$ cat src/rtl/ifft_twiddle_sequencer_if.sv
// Handshake bundle between IFFT control, butterfly unit and twiddle sequencer.
// Ports: start/abort/bf_ready in, rom_addr/tw_valid/tw_stage/tw_bfly/busy/done out.
interface ifft_twiddle_sequencer_if #(
   parameter int STAGES = 4,
   parameter int BFLY   = 8,
   parameter int ADDR_W = 5
) ();
   localparam int SW = (STAGES > 1) ? $clog2(STAGES) : 1;
   localparam int BW = (BFLY > 1) ? $clog2(BFLY) : 1;

   logic              start;
   logic              abort;
   logic              bf_ready;
   logic [ADDR_W-1:0] rom_addr;
   logic              tw_valid;
   logic [SW-1:0]     tw_stage;
   logic [BW-1:0]     tw_bfly;
   logic              busy;
   logic              done;

   modport master (
      output start, abort, bf_ready,
      input  rom_addr, tw_valid, tw_stage, tw_bfly, busy, done
   );

   modport slave (
      input  start, abort, bf_ready,
      output rom_addr, tw_valid, tw_stage, tw_bfly, busy, done
   );
endinterface

$ cat src/rtl/ifft_twiddle_sequencer.sv
// Walks all IFFT stages/butterflies, addressing the shared twiddle ROMs.
// Ports: clk, rst (sync, active-high), bus (slave: start/abort/bf_ready -> rom_addr/tw_*/busy/done).
module ifft_twiddle_sequencer #(
   parameter int STAGES = 4,
   parameter int BFLY   = 8,
   parameter int ADDR_W = 5,
   parameter int GAP    = 1
) (
   input  logic                      clk,
   input  logic                      rst,
   ifft_twiddle_sequencer_if.slave   bus
);
   localparam int SW = (STAGES > 1) ? $clog2(STAGES) : 1;
   localparam int BW = (BFLY > 1) ? $clog2(BFLY) : 1;
   localparam int GW = (GAP > 1) ? $clog2(GAP) : 1;

   typedef enum logic [1:0] {IDLE, LOAD, RUN, DONE} state_t;

   state_t        state_q, state_d;
   logic [SW-1:0] stage_q, stage_d;
   logic [BW-1:0] bfly_q, bfly_d;
   logic [GW-1:0] gap_q, gap_d;

   logic last_b;
   logic last_s;

   function automatic logic [ADDR_W-1:0] addr_of(
      input logic [SW-1:0] s,
      input logic [BW-1:0] b
   );
      return ADDR_W'(s) * ADDR_W'(BFLY) + ADDR_W'(b);
   endfunction

   assign last_b = (bfly_q == BW'(BFLY - 1));
   assign last_s = (stage_q == SW'(STAGES - 1));

   always_ff @(posedge clk) begin
      if (rst) begin
         state_q <= IDLE;
         stage_q <= '0;
         bfly_q  <= '0;
         gap_q   <= '0;
      end else begin
         state_q <= state_d;
         stage_q <= stage_d;
         bfly_q  <= bfly_d;
         gap_q   <= gap_d;
      end
   end

   always_comb begin
      state_d      = state_q;
      stage_d      = stage_q;
      bfly_d       = bfly_q;
      gap_d        = gap_q;
      bus.rom_addr = '0;
      bus.tw_valid = 1'b0;
      bus.busy     = 1'b0;
      bus.done     = 1'b0;

      unique case (state_q)
         IDLE, DONE: begin
            bus.done = (state_q == DONE);
            state_d  = IDLE;
            if (bus.start) begin
               state_d = LOAD;
               stage_d = '0;
               bfly_d  = '0;
               gap_d   = GW'(GAP - 1);
            end
         end
         LOAD: begin
            bus.busy     = 1'b1;
            bus.rom_addr = addr_of(stage_q, '0);
            if (gap_q == '0) begin
               state_d = RUN;
            end else begin
               gap_d = gap_q - GW'(1);
            end
         end
         RUN: begin
            bus.busy     = 1'b1;
            bus.tw_valid = 1'b1;
            // Without a fire the ROM re-reads the same entry, keeping data stable.
            bus.rom_addr = addr_of(stage_q, bfly_q);
            if (bus.bf_ready) begin
               if (!last_b) begin
                  // Look one entry ahead so the next twiddle lands with no bubble.
                  bfly_d       = bfly_q + BW'(1);
                  bus.rom_addr = addr_of(stage_q, bfly_q) + ADDR_W'(1);
               end else if (!last_s) begin
                  state_d = LOAD;
                  stage_d = stage_q + SW'(1);
                  bfly_d  = '0;
                  gap_d   = GW'(GAP - 1);
               end else begin
                  state_d = DONE;
                  stage_d = '0;
                  bfly_d  = '0;
               end
            end
         end
         default: begin
            state_d = IDLE;
         end
      endcase

      if (bus.abort) begin
         state_d = IDLE;
         stage_d = '0;
         bfly_d  = '0;
         gap_d   = '0;
      end
   end

   assign bus.tw_stage = stage_q;
   assign bus.tw_bfly  = bfly_q;
endmodule

$ cat src/flat_wrapper.sv
// flat-port wrapper written by rule: the top's interface ports become plain ports
module ifft_twiddle_sequencer_flat 
#(
   parameter int STAGES = 4,
   parameter int BFLY   = 8,
   parameter int ADDR_W = 5,
   parameter int GAP    = 1
)
  (clk, rst, bus_start, bus_abort, bus_bf_ready, bus_rom_addr, bus_tw_valid, bus_tw_stage, bus_tw_bfly, bus_busy, bus_done);
  ifft_twiddle_sequencer_if #(.STAGES(STAGES), .BFLY(BFLY), .ADDR_W(ADDR_W)) bus_i ();
  input  logic clk;
  input  logic rst;
  input wire logic [$bits(bus_i.start)-1:0] bus_start;
  input wire logic [$bits(bus_i.abort)-1:0] bus_abort;
  input wire logic [$bits(bus_i.bf_ready)-1:0] bus_bf_ready;
  output wire logic [$bits(bus_i.rom_addr)-1:0] bus_rom_addr;
  output wire logic [$bits(bus_i.tw_valid)-1:0] bus_tw_valid;
  output wire logic [$bits(bus_i.tw_stage)-1:0] bus_tw_stage;
  output wire logic [$bits(bus_i.tw_bfly)-1:0] bus_tw_bfly;
  output wire logic [$bits(bus_i.busy)-1:0] bus_busy;
  output wire logic [$bits(bus_i.done)-1:0] bus_done;
  assign bus_i.start = bus_start;
  assign bus_i.abort = bus_abort;
  assign bus_i.bf_ready = bus_bf_ready;
  assign bus_rom_addr = bus_i.rom_addr;
  assign bus_tw_valid = bus_i.tw_valid;
  assign bus_tw_stage = bus_i.tw_stage;
  assign bus_tw_bfly = bus_i.tw_bfly;
  assign bus_busy = bus_i.busy;
  assign bus_done = bus_i.done;
  ifft_twiddle_sequencer #(.STAGES(STAGES), .BFLY(BFLY), .ADDR_W(ADDR_W), .GAP(GAP)) u_core (.clk(clk), .rst(rst), .bus(bus_i));
endmodule
$ cat config.mk
export PLATFORM = sky130hd
export DESIGN_NAME = ifft_twiddle_sequencer_flat
export DESIGN_NICKNAME = d
export VERILOG_FILES = /design/src/rtl/ifft_twiddle_sequencer_if.sv /design/src/rtl/ifft_twiddle_sequencer.sv /design/src/flat_wrapper.sv
export SDC_FILE = /design/constraint.sdc
export NUM_CORES = 1
export LEC_CHECK = 0
export ABC_AREA = 1
export BUFFER_PORTS_ARGS = -buffer_cell sky130_fd_sc_hd__buf_2
export CAP_MARGIN = 20
export CELL_PAD_IN_SITES_DETAIL_PLACEMENT = 1
export CELL_PAD_IN_SITES_GLOBAL_PLACEMENT = 2
export CORE_MARGIN = 4
export CORE_UTILIZATION = 22
export DETAILED_ROUTE_END_ITERATION = 12
export PLACE_DENSITY_LB_ADDON = 0.1
export SETUP_SLACK_MARGIN = 0.15
export SLEW_MARGIN = 25
export SYNTH_ARGS = -nofsm -noshare
export SYNTH_HDL_FRONTEND = slang
export SYNTH_SLANG_ARGS = --single-unit
$ cat constraint.sdc
create_clock -name clk -period 1.3 [get_ports clk]
set_input_delay 0.065 -clock clk [delete_from_list [all_inputs] [get_ports clk]]
set_output_delay 0.065 -clock clk [all_outputs]
set_load 0.005 [all_outputs]
==> results of run 1 <==
[metal layers]
layer  part of all wire  vias up
li1                   -      363
met1               0.49      317
met2               0.45       15
met3              0.048        3
met4             0.0099        0
met5                  0        -
[layout by cell type (no fill, tap or decap), types with 5 or more instances in the layout]
| master | count |
|---|---|
| buf_2 | 17 |
| nand2_1 | 17 |
| ha_4 | 5 |
| buf_4 | 7 |
| nand3_1 | 6 |
| nor2_1 | 14 |
| inv_1 | 9 |
[worst min path at each step]
stage / endpoint / cells past startpoint / start / slack [ps]
global placement: u_core.bus.tw_stage[1] / 4 / bus_abort / 350
finish: u_core.state_q[1] / 4 / bus_abort / 90
detailed placement: u_core.bus.tw_stage[0] / 4 / bus_abort / 360
CTS: u_core.state_q[1] / 4 / bus_abort / 80
floorplan: u_core.bus.tw_stage[0] / 3 / bus_abort / 240
global route: u_core.state_q[1] / 4 / bus_abort / 110
[flip-flops by register name (all words and copies together) (netlist names)]
signal               cells
u_core.bus.tw_bfly       3
u_core.bus.tw_stage      2
u_core.state_q           2
[cell type report]
type / instances / area, µm² / area share
well taps: 30 / 37.54 / 0.03727
repair buffers: 27 / 171.4 / 0.1702
clock buffers: 3 / 22.52 / 0.02236
multi-input cells: 71 / 555.5 / 0.5516
clock inverters: 1 / 5.005 / 0.004969
flip-flops and latches: 7 / 151.4 / 0.1503
inverters: 15 / 63.81 / 0.06335
[synth_stat cells, drive strengths merged]
master and n:
a211oi 2, a21oi 7, buf 1, dfxtp 7, ha 8, inv 15, nand2 23, nand3 8
nand4 2, nor2 15, nor3 1, o21ai 2, o21bai 2
[tightest hold or removal path: stages]
cell and delay, ps:
buf_2 70, nor2_1 70, o21ai_2 60, nor2_1 30
[kinds of logic after synthesis]
group	Yosys count	synth area share
buf+inv	16	0.1051
flops	7	0.2403
simple gates	49	0.3476
compound gates	13	0.1352
fa+ha+maj	8	0.1717
[report_power, final]
group | internal, mW | total [mW] | switching [mW]
combinational | 0.0332 | 0.0838 | 0.0506
sequential | 0.214 | 0.220 | 0.00526
clock | 0.113 | 0.201 | 0.0881
[stage by stage]
step	util	setup TNS, ps	cell area (µm²)
2_1_floorplan	-	0	678.2
3_3_place_gp	0.3363	-4.305	840.8
3_5_place_dp	0.3363	0	840.8
4_1_cts	0.3829	-1198	957.2
5_1_grt	0.4029	-1581	1007
6_report	0.4029	-1114	1007
[what timing repair did]
| action | in CTS | in global routing |
|---|---|---|
| setup endpoints to repair | 12 | 14 |
| buffers inserted | 3 | 1 |
| pin swaps | 6 | 7 |
| gates cloned | 0 | 1 |
| gates resized for setup | 16 | 9 |
==> results.py, run 1 <==
metrics = {
    "sta": {
        "hold_ws_ps": 88.99,
        "period_minus_slack_ps": 1596,
        "finalSetupViolCount": 5,
        "slew-limit-headroom": 0.8051,
        "rsz0062_at_grt": "true",
        "finClkSkew_ps": 10.14,
        "min_period_over_period": 1.228,
        "worst_slew_pin_slew_ps": 291.2,
        "final-max-slew-violation-count": 0,
        "hold_viol": 0,
        "max_freq_ghz": 0.6265,
        "setup_ws_ps": -296.1,
    },
    "global_route": {
        "met2_usage": 0.1732,
        "grt_pass1_wl_mm": 3.194,
        "grtUsageMet3": 0.01961,
        "grt_antenna_before_repair": 0,
        "grt_busiest_layer": "met1",
        "grtUsageMet1": 0.1782,
        "grt_max_degree": 10,
        "grt_overflow": 0,
        "grt_pass1_vias": 659,
        "grt_usage": 0.1187,
    },
    "floorplanning": {
        "dieArea_mm2": 0.003538,
        "fp.dieH_um": 59.48,
        "die_x_um": 59.48,
        "io_pins": 18,
        "coreArea_mm2": 0.002500,
        "initial_utilization": 0.2332,
        "rows": 18,
    },
    "finish": {
        "fillCellCount": 333,
        "stdcell_count": 154,
        "syn_to_final_growth_pct": 72.75,
        "antenna_cells": 0,
        "layout-drive-gt1-share": 0.5242,
        "fin_nets": 138,
    },
    "outcome": {
        "failed_checks": "setup timing",
        "status": "finished with violations",
    },
    "cts": {
        "cts_tree": "built",
        "path_clk_slew_ps": 60,
        "clock-root-buffer": "clkbuf_4",
        "clkSinkCount": 7,
        "cts_hold_buffers": 0,
        "clk_latency_ps": 260,
        "cts_buffer_depth": 2,
        "htree_levels": 1,
        "cts_buffers": 3,
    },
    "yosys": {
        "ys_seq_area_frac": 0.2403,
        "synth_area_per_cell_um2": 6.269,
        "netlist_instances": 93,
        "ys_seq_elements": 7,
        "synth_cell_type_count": 15,
        "synth_top_area_share": 0.2403,
        "syn_nets": 106,
        "yosysWarnings": 0,
        "synth_top_cell_by_area": "dfxtp_1",
        "netlist_area_um2": 583.1,
        "yosys-top-cells-area": "dfxtp_1, ha_1, nand2_1",
    },
    "place": {
        "routabilityCongestion": 0.7104,
        "pre_cts_ws_ps": 0.4298,
        "placed_cells": 145,
        "numPortBuffers": 17,
        "hpwlAfterDp_mm": 1.530,
    },
    "worst_setup_path": {
        "critical_path.max_stage_delay_ps": 350,
        "endpoint": "bus_rom_addr[0]",
        "cp-end-kind": "output pin",
        "path_class": "reg2out",
        "path_cells": "ha_4 -> ha_4 -> inv_4 -> ha_4 -> a211oi_2 -> buf_2",
        "critPathRequiredTime_ps": 1240,
        "r2r-start": "u_core.bus.tw_bfly[1]",
        "critical_path_depth": 6,
        "rr_worst_depth": 6,
        "crit_start": "u_core.bus.tw_bfly[1]",
        "crit_path_max_fanout": 3,
        "crit_path_start_kind": "register",
        "critPathBufInv": 2,
        "cpMostUsedCell": "ha_4",
        "r2r-end": "u_core.state_q[1]",
        "cp_data_arrival_time_ps": 1530,
        "path_delay_family": "adder cells",
        "crit_slowest_cell": "dfxtp_4",
        "r2r_setup_slack_ps": 50,
    },
    "hold_path": {
        "hold_path_class": "in2reg",
    },
    "drt": {
        "wl_per_cell_um": 12.50,
        "drtPass1Iterations": 4,
        "via_per_inst": 4.532,
        "drc": 0,
        "drtAntennaViolNets": 0,
        "drt_iter0_drc": 13,
        "num_vias": 698,
        "wirelength_mm": 1.925,
    },
    "power_and_ir_drop": {
        "power.density_mw_per_mm2": 500.7,
        "power_mw": 0.5043,
        "ir_drop_uv": 405.8,
        "p_leak_nw": 0.4446,
    },
    "job": {
        "max-cap-violations": 0,
    },
}
No activity file was read; power rests on OpenSTA's default activity.
==> run 2: changes to the inputs <==
- ABC_AREA: 1 -> default
- CORE_UTILIZATION: 22 -> 24
- MAX_ROUTING_LAYER: default -> met4
==> results.py, run 2 <==
metrics = {
    "yosys": {
        "synth_common_cells": "ha_1, inv_1, a21oi_1, dfxtp_1, nand2_1",
        "ys_seq_elements": 7,
        "yosysWarnings": 0,
        "syn_nets": 86,
        "async_reset_ff_frac": 0,
        "synth_top_cell_by_area": "dfxtp_1",
        "synth-xor-area-share": 0,
        "netlist_area_um2": 579.3,
        "synth_mux_area_frac": 0.03456,
        "synth_top_family_by_area": "simple AND/OR/NAND/NOR gates",
        "synth_area_per_cell_um2": 7.936,
        "yosys-top-cells-area": "dfxtp_1, ha_1, a21oi_1",
        "synthSimpleGateAreaFrac": 0.2765,
        "synth_cell_type_count": 28,
        "synth_top_area_share": 0.2419,
        "ys_seq_area_frac": 0.2419,
        "synth_edf_count": 0,
        "synth_fa_ha_area_frac": 0.1728,
        "synth_flop_cell": "dfxtp_1",
        "netlist_instances": 73,
        "synth-compound-area-share": 0.1987,
    },
    "power_and_ir_drop": {
        "p_int_mw": 0.3746,
        "p_leak_nw": 0.4722,
        "power_mw": 0.4992,
        "p_sw_frac": 0.2496,
        "p_seq_frac": 0.427,
        "power.density_mw_per_mm2": 456.0,
        "ir_drop_uv": 499.6,
        "netSwitchingPower_mw": 0.1246,
        "clockPowerShare": 0.406,
        "combPwrFrac": 0.167,
    },
    "cts": {
        "cts_buffer_depth": 2,
        "clock-root-buffer": "clkbuf_4",
        "cts_tree": "built",
        "path_clk_slew_ps": 50,
        "htree_levels": 1,
        "clkSinkCount": 7,
        "clk_latency_ps": 250,
        "cts_hold_buffers": 0,
        "cts_buffers": 3,
    },
    "finish": {
        "layout_common_cells": "buf_4, buf_2, buf_6",
        "fin_nets": 135,
        "syn_to_final_growth_pct": 88.98,
        "largest_reg_flops": 3,
        "final-seq-area_um2": 150.1,
        "fillCellCount": 273,
        "final_common_cell": "buf_4",
        "layout-drive-gt1-share": 0.6033,
        "antenna_cells": 0,
        "multi_input_area_um2": 493.0,
    },
    "drt": {
        "wl_per_cell_um": 14.24,
        "via_per_inst": 4.617,
        "drc": 0,
        "num_vias": 688,
        "wirelength_mm": 2.122,
        "drt_iter0_drc": 9,
        "drtAntennaViolNets": 0,
        "drtPass1Iterations": 4,
    },
    "global_route": {
        "grt_overflow": 0,
        "grt_max_degree": 12,
        "grt_pass1_vias": 729,
        "grt_antenna_before_repair": 0,
        "grt_pass1_wl_mm": 3.539,
        "grt_usage": 0.1442,
    },
    "floorplanning": {
        "io_pins": 18,
        "die_x_um": 57.13,
        "initial_utilization": 0.2569,
        "fp.dieH_um": 57.13,
        "rows": 17,
        "dieArea_mm2": 0.003264,
        "coreArea_mm2": 0.002255,
    },
    "sta": {
        "rsz0062_at_grt": "true",
        "finalSetupViolCount": 12,
        "finClkSkew_ps": 0.9795,
        "finalSetupTns_ps": -5102,
        "hold_ws_ps": 162.6,
        "worst_slew_pin_slew_ps": 428.4,
        "period_minus_slack_ps": 1920,
        "setup_ws_ps": -620.0,
        "slew-limit-headroom": 0.7118,
        "hold_viol": 0,
        "max_freq_ghz": 0.5208,
        "final-max-slew-violation-count": 0,
        "min_period_over_period": 1.477,
    },
    "hold_path": {
        "hold_path_class": "in2reg",
    },
    "outcome": {
        "failed_checks": "setup timing",
        "status": "finished with violations",
    },
    "worst_setup_path": {
        "cp-end-kind": "output pin",
        "crit_path_max_fanout": 4,
        "critPathRequiredTime_ps": 1240,
        "crit_path_start_kind": "register",
        "cp_data_arrival_time_ps": 1860,
        "path_class": "reg2out",
    },
    "job": {
        "max-cap-violations": 0,
    },
    "place": {
        "routabilityCongestion": 0.7870,
        "numPortBuffers": 17,
        "hpwlAfterDp_mm": 1.517,
    },
}
run 2: cell count changes after synthesis, sizes merged, moves of 3 or more:
cell   delta
nor2     -11
nand3     -8
nor2b     +3
inv       -7
nand2    -17
run 2: stage by stage:
step | area [µm²] | setup WS [ps] | util | instances
floorplan | 654.4 | -214.7 | - | 73
global placement | 912.1 | -311.8 | 0.4046 | 136
detailed placement | 912.1 | -337.5 | 0.4046 | 136
CTS | 1049 | -590.3 | 0.4650 | 146
global route | 1095 | -736.9 | 0.4856 | 149
finish | 1095 | -620.0 | 0.4856 | 149
run 2: metal layers:
| metal | wire (µm) | part of all wire | GRT usage |
|---|---|---|---|
| met3 | 98 | 0.046 | 0.04299 |
| met5 | 0 | 0 | - |
| met4 | 0 | 0 | 0.009934 |
| met2 | 1109 | 0.52 | 0.2480 |
| met1 | 915 | 0.43 | 0.1737 |
run 2: critical path: stages, from the launching register on:
cell      delay (ps)
dfxtp_4          350
ha_4             160
ha_4             150
nand3b_1         220
or4_1            460
a21oi_2          150
buf_2            120
run 2: what timing repair did:
action | CTS | global route
gates cloned | 0 | 0
endpoints found under the setup margin | 13 | 13
gates resized for setup | 16 | 6
pin swaps | 7 | 3
setup buffers | 6 | 3
run 2: path summary, 6_finish.rpt:
path,startpoint,end,slack (ps),depth (start not counted)
hold / removal,bus_abort,u_core.state_q[0],160,3
setup / recovery,u_core.bus.tw_bfly[1],bus_rom_addr[4],-620,6
hold reg to reg,u_core.bus.tw_stage[1],u_core.bus.tw_stage[1],590,1
setup reg to reg,u_core.bus.tw_bfly[1],u_core.state_q[0],-510,9
run 2: cell type report:
class | instances | share of cell area
multi-input combinational | 55 | 0.4503
timing repair buffer | 47 | 0.3246
sequential | 7 | 0.1371
inverter | 8 | 0.03200
tap | 28 | 0.03200
clock buffer | 4 | 0.02400
run 2: cell families (layout without fill, tap and decap cells):
group,Yosys count,in the layout
AND/OR/NAND/NOR,27,27
AO/OA/AOI/OAI,18,18
buffers and inverters,11,59
adder cells (fa/ha/maj),8,8
flip-flops,7,7
multiplexers,2,2
run 2: power by group through the flow:
stage               Combinational [mW]  Sequential [mW]  Clock [mW]
finish                          0.0832            0.213       0.203
global placement                0.0630            0.218           0
detailed placement              0.0637            0.218           0
global route                    0.0915            0.213       0.233
CTS                             0.0804            0.213       0.215
floorplan                       0.0370            0.218           0
